<file path="config.mk">
export PLATFORM = sky130hd
export DESIGN_NAME = status_flag_unit
export DESIGN_NICKNAME = d
export VERILOG_FILES = /design/src/rtl/status_flag_unit.sv
export SDC_FILE = /design/constraint.sdc
export NUM_CORES = 1
export LEC_CHECK = 0
export ABC_AREA = 1
export BUFFER_PORTS_ARGS = -buffer_cell sky130_fd_sc_hd__buf_2
export CELL_PAD_IN_SITES_DETAIL_PLACEMENT = 0
export CELL_PAD_IN_SITES_GLOBAL_PLACEMENT = 1
export CORE_MARGIN = 5
export CORE_UTILIZATION = 35
export DETAILED_ROUTE_END_ITERATION = 7
export GPL_TIMING_DRIVEN = 0
export MAX_ROUTING_LAYER = met4
export PLACE_DENSITY_LB_ADDON = 0.2
export SETUP_SLACK_MARGIN = 0.3
export SLEW_MARGIN = 20
export SYNTH_ARGS = -nofsm -noshare
export SYNTH_HDL_FRONTEND = slang
export SYNTH_SLANG_ARGS = --single-unit
export TNS_END_PERCENT = 100
</file>
<file path="constraint.sdc">
create_clock -name clk -period 5.4 [get_ports clk]
set_input_delay 1.08 -clock clk [delete_from_list [all_inputs] [get_ports clk]]
set_output_delay 1.08 -clock clk [all_outputs]
set_load 0.01 [all_outputs]
</file>
<file path="src/rtl/status_flag_unit.sv">
// Execute-stage ALU and {z,c,n,v} status register.
// Provides a forwarded flag view for dependent conditional instructions.
module status_flag_unit #(
  parameter int WIDTH = 32
) (
  input  logic             clk,
  input  logic             rst_n,
  input  logic             valid,
  input  logic [3:0]       exe_cmd,
  input  logic [WIDTH-1:0] op_a,
  input  logic [WIDTH-1:0] op_b,
  input  logic             s_bit,
  input  logic             cond_pass,
  input  logic             stall,
  input  logic             flush,
  output logic [WIDTH-1:0] result,
  output logic [3:0]       sr,
  output logic [3:0]       sr_next,
  output logic             sr_updated
);

  localparam logic [3:0] CMD_MOV = 4'b0001;
  localparam logic [3:0] CMD_MVN = 4'b1001;
  localparam logic [3:0] CMD_ADD = 4'b0010;
  localparam logic [3:0] CMD_ADC = 4'b0011;
  localparam logic [3:0] CMD_SUB = 4'b0100;
  localparam logic [3:0] CMD_SBC = 4'b0101;
  localparam logic [3:0] CMD_AND = 4'b0110;
  localparam logic [3:0] CMD_ORR = 4'b0111;
  localparam logic [3:0] CMD_EOR = 4'b1000;

  logic [3:0]       sr_q, sr_d;
  logic             upd_q, upd_d;
  logic [WIDTH:0]   sum;
  logic [WIDTH-1:0] res;
  logic [WIDTH-1:0] op2;
  logic             cin;
  logic             arith;
  logic             is_sub;
  logic             rec;
  logic             c_c, v_c;
  logic             msb_a, msb_b, msb_r;
  logic [3:0]       cand;
  logic             upd;

  always_comb begin
    arith  = 1'b0;
    is_sub = 1'b0;
    cin    = 1'b0;
    rec    = 1'b1;
    res    = '0;
    unique case (exe_cmd)
      CMD_MOV: res = op_b;
      CMD_MVN: res = ~op_b;
      CMD_AND: res = op_a & op_b;
      CMD_ORR: res = op_a | op_b;
      CMD_EOR: res = op_a ^ op_b;
      CMD_ADD: arith = 1'b1;
      CMD_ADC: begin
        arith = 1'b1;
        cin   = sr_q[2];
      end
      CMD_SUB: begin
        arith  = 1'b1;
        is_sub = 1'b1;
        cin    = 1'b1;
      end
      CMD_SBC: begin
        arith  = 1'b1;
        is_sub = 1'b1;
        cin    = sr_q[2];
      end
      default: rec = 1'b0;
    endcase
    // Carry-in comes from the registered C, never from sr_next.
    op2 = is_sub ? ~op_b : op_b;
    sum = {1'b0, op_a} + {1'b0, op2}
        + {{WIDTH{1'b0}}, cin};
    if (arith) res = sum[WIDTH-1:0];
  end

  assign msb_a = op_a[WIDTH-1];
  assign msb_b = op_b[WIDTH-1];
  assign msb_r = res[WIDTH-1];

  always_comb begin
    c_c = sr_q[2];
    v_c = sr_q[0];
    if (arith) begin
      c_c = sum[WIDTH];
      if (is_sub)
        v_c = (msb_a != msb_b) && (msb_r != msb_a);
      else
        v_c = (msb_a == msb_b) && (msb_r != msb_a);
    end
  end

  assign cand = {(res == '0), c_c, msb_r, v_c};

  assign upd = valid && s_bit && cond_pass && rec
            && !stall && !flush;

  always_comb begin
    sr_d  = sr_q;
    upd_d = upd;
    if (upd) sr_d = cand;
  end

  always_ff @(posedge clk or negedge rst_n) begin
    if (!rst_n) begin
      sr_q  <= 4'b0000;
      upd_q <= 1'b0;
    end else begin
      sr_q  <= sr_d;
      upd_q <= upd_d;
    end
  end

  assign result     = res;
  assign sr         = sr_q;
  assign sr_next    = upd ? cand : sr_q;
  assign sr_updated = upd_q;

endmodule

</file>
==> impl_metrics.tcl <==
set metrics [dict create \
    fillerInstances 1866 \
    max_clock_freq_ghz 0.1931 \
    arrival_ns 4.10 \
    setup.worst_path.end_class "primary output" \
    drive_above_1_share_pct 22.72 \
    final.setup.worst_slack_ns 0.2208 \
    syn-mean-instance-area_um2 5.291 \
    crit_fanout 4 \
    htree_levels 1 \
    vias_per_cell 4.690 \
    clk_latency_ns 0.23 \
    worst_slew_pin_slew_ns 0.3874 \
    synth_nets 1248 \
    io_buffers 115 \
    netlist_top_cells_area "nand2_1, ha_1, inv_1" \
    routabilityCongestion 0.9573 \
    slew_headroom_pct 74.18 \
    syn_inst 1076 \
    cts_tree "yes" \
    die_w_um 137.5 \
    drt-pass1-iter-count 5 \
    async_flop_share_pct 100.0 \
    synth.top_cell.area_share_pct 24.92 \
    die_area_um2 18920 \
    fin_crit_sh_pct 95.91 \
    dpl_cell_area_um2 6539 \
    fin_crit_ns 5.179 \
    p_leak_nw 4.477 \
    share_comb_of_total_power_pct 82.8 \
    placement_rows 46 \
    grt_start_max_net_pins 11 \
    irDropWorstVdd_mv 0.3404 \
    p_total_mw 0.9697 \
    stdcell_area_um2 7347 \
    power.density_nw_per_um2 132.0 \
    antenna-diode-count 0 \
    ys_seq_area_share_pct 2.198 \
    multi_input_area_um2 4946 \
    cts.sinks 5 \
    drt.antenna.violating_nets 0 \
    slew_viol_final 0 \
    synthFlopType "dfrtp_1" \
    setup_viol 0 \
    switching_share_pct 54.63 \
    clk_pin_slew_worst_paths_ns 0.03 \
    cts.hold.buffers_added 0 \
    clk_path_buf_depth 2 \
    hold_ws_ns 0.4849 \
    post_drt_wl_per_cell_um 14.84 \
    cts_buffers 3 \
    startpoint_type "input port" \
    drt_iter0_drc 415 \
    cp.required_ns 4.32 \
    instances_no_fill 1444 \
    status "complete, no violations" \
    pwr-share-clk_pct 12.4 \
    netlist_area_um2 5693 \
    clock-skew-final_ns 0.001452 \
    regArea_um2 125.1 \
    grt_pass1_wl_mm 32.86 \
    cts-root-buf "clkbuf_16" \
    wl_mm 21.42 \
    drc_errors 0 \
    dieHeight_um 137.5 \
    yosysWarnings 0 \
    power_switching_mw 0.5297 \
    synth_edf_count 0 \
    place_hpwl_mm 17.73 \
    nNetsFinal 1401 \
    ys_ff_latch 5 \
    grt_use_total_pct 22.78 \
    initial_core_util_pct 35.71 \
    overflow 0 \
    yosysUniqueCellTypes 40 \
    grt_pass1_vias 6301 \
    hp-class "reg2reg" \
    rsz0062_at_grt "true" \
    maxCapViolCount 0 \
    yosys.area.top_type "nand2_1" \
    area_growth_pct 29.06 \
    dpl_worst_slack_ns -1.000 \
    finalHoldViolCount 0 \
    coreArea_um2 15940 \
    num_vias 6772 \
    dp_cells 1407 \
    crit_type "in2out" \
    p_seq_share_pct 4.7 \
    grt_antenna_before_repair 0 \
    internal_power_mw 0.4400 \
    boundaryPins 116 \
]
==> cells in the final DEF, fill, tap and decap left out, drive strengths merged, types with 3 or more instances in the layout <==
cell     instances
nand4           13
o22ai            5
xor2            33
inv            235
nand3b           5
buf            166
o21ai           44
a211oi          11
clkbuf           6
or2              3
dfrtp            5
a21oi           29
o2111ai          3
nand2          387
ha              95
nand3           67
nor2            96
nor3             9
o211ai           5
==> cell families (layout without fill, tap and decap cells) <==
group | Yosys count | count (layout) | share of synthesized area (%)
adders and majority gates | 97 | 97 | 21.58
buffers and inverters | 255 | 407 | 17.71
DFF | 5 | 5 | 2.198
xor gates and xnor gates | 33 | 33 | 5.077
and+or+nand+nor | 582 | 582 | 42.33
AOI/OAI and AO/OA | 104 | 104 | 11.10
==> per-layer routing <==
metal / wire [µm] / part of all wire (%) / track usage (%)
met1: 10820 / 51 / 33.11
met2: 9558 / 45 / 36.55
met3: 859 / 4.0 / 0.6574
met4: 183 / 0.85 / 2.217
met5: 0 / 0 / -
==> worst max-delay path, stage by stage <==
cell and delay (ns):
buf_8 0.11, inv_6 0.06, nor2_8 0.04, nand2_8 0.07
nand2_4 0.06, buf_8 0.12, buf_12 0.11, a32oi_4 0.22
fa_2 0.26, fa_2 0.23, inv_4 0.05, nand2_4 0.06
nand2_4 0.05, and2_4 0.16, buf_6 0.12, or2_2 0.28
nand3_2 0.08, nand2_1 0.06, nor2_1 0.10, nand3_1 0.13
nor2_1 0.15, nand2_2 0.08, nor2_1 0.10, nand3_1 0.10
nand2_1 0.09, buf_2 0.13
==> per-stage QoR <==
stage / TNS [ns] / utilization [%]
finish: 0 / 46.08
global route: 0 / 46.08
CTS: 0 / 43.28
detailed placement: -4.016 / 41.01
global placement: -3.769 / 41.01
floorplan: 0 / -
==> sequential cells by signal (all words and copies together), names as in the netlist <==
name	cells
sr_updated	1
sr	4
==> repair_timing <==
item,4_1_cts,5_1_grt
setup buffers,15,18
gates resized for setup,48,86
endpoints found under the setup margin,27,6
pin swaps,18,42
==> cell type report <==
class	count	share of cell area, %
clock buffers	4	1.073
well taps	216	3.678
inverters	235	12.14
flip-flops and latches	5	1.703
repair buffers	148	11.73
plain buffers	20	2.350
multi-input cells	816	67.32
==> cell usage after synthesis, types with 5 or more instances <==
| cell | instances |
|---|---|
| nand3_1 | 67 |
| buf_2 | 13 |
| nand2_1 | 378 |
| o21ai_0 | 29 |
| o21ai_1 | 14 |
| a211oi_1 | 7 |
| nand4_1 | 13 |
| nand2_2 | 8 |
| o22ai_1 | 5 |
| dfrtp_1 | 5 |
| inv_2 | 7 |
| nor3_1 | 7 |
| xor2_1 | 33 |
| ha_1 | 95 |
| a21oi_1 | 29 |
| inv_1 | 228 |
| nand3b_1 | 5 |
| o211ai_1 | 5 |
| nor2_1 | 92 |
==> final timing paths <==
path / from / to / slack [ns] / cells after the start
hold / removal: sr[3] / sr[3] / 0.48 / 2
min in group asynchronous: rst_n / sr[0] / 0.66 / 1
setup / recovery: exe_cmd[2] / sr_next[3] / 0.22 / 26
max in group asynchronous: rst_n / sr[1] / 4.61 / 1
hold reg to reg: sr[3] / sr[3] / 0.48 / 2
setup reg to reg: sr[2] / sr[3] / 2.52 / 18
==> power groups by stage <==
stage | Clock (mW) | Sequential (mW) | Combinational (mW)
finish | 0.121 | 0.0459 | 0.803
global route | 0.128 | 0.0465 | 0.898
CTS | 0.123 | 0.0462 | 0.723
detailed placement | 0 | 0.0455 | 0.684
global placement | 0 | 0.0453 | 0.681
floorplan | 0 | 0.0465 | 0.454
No activity file was read; power rests on OpenSTA's default activity.
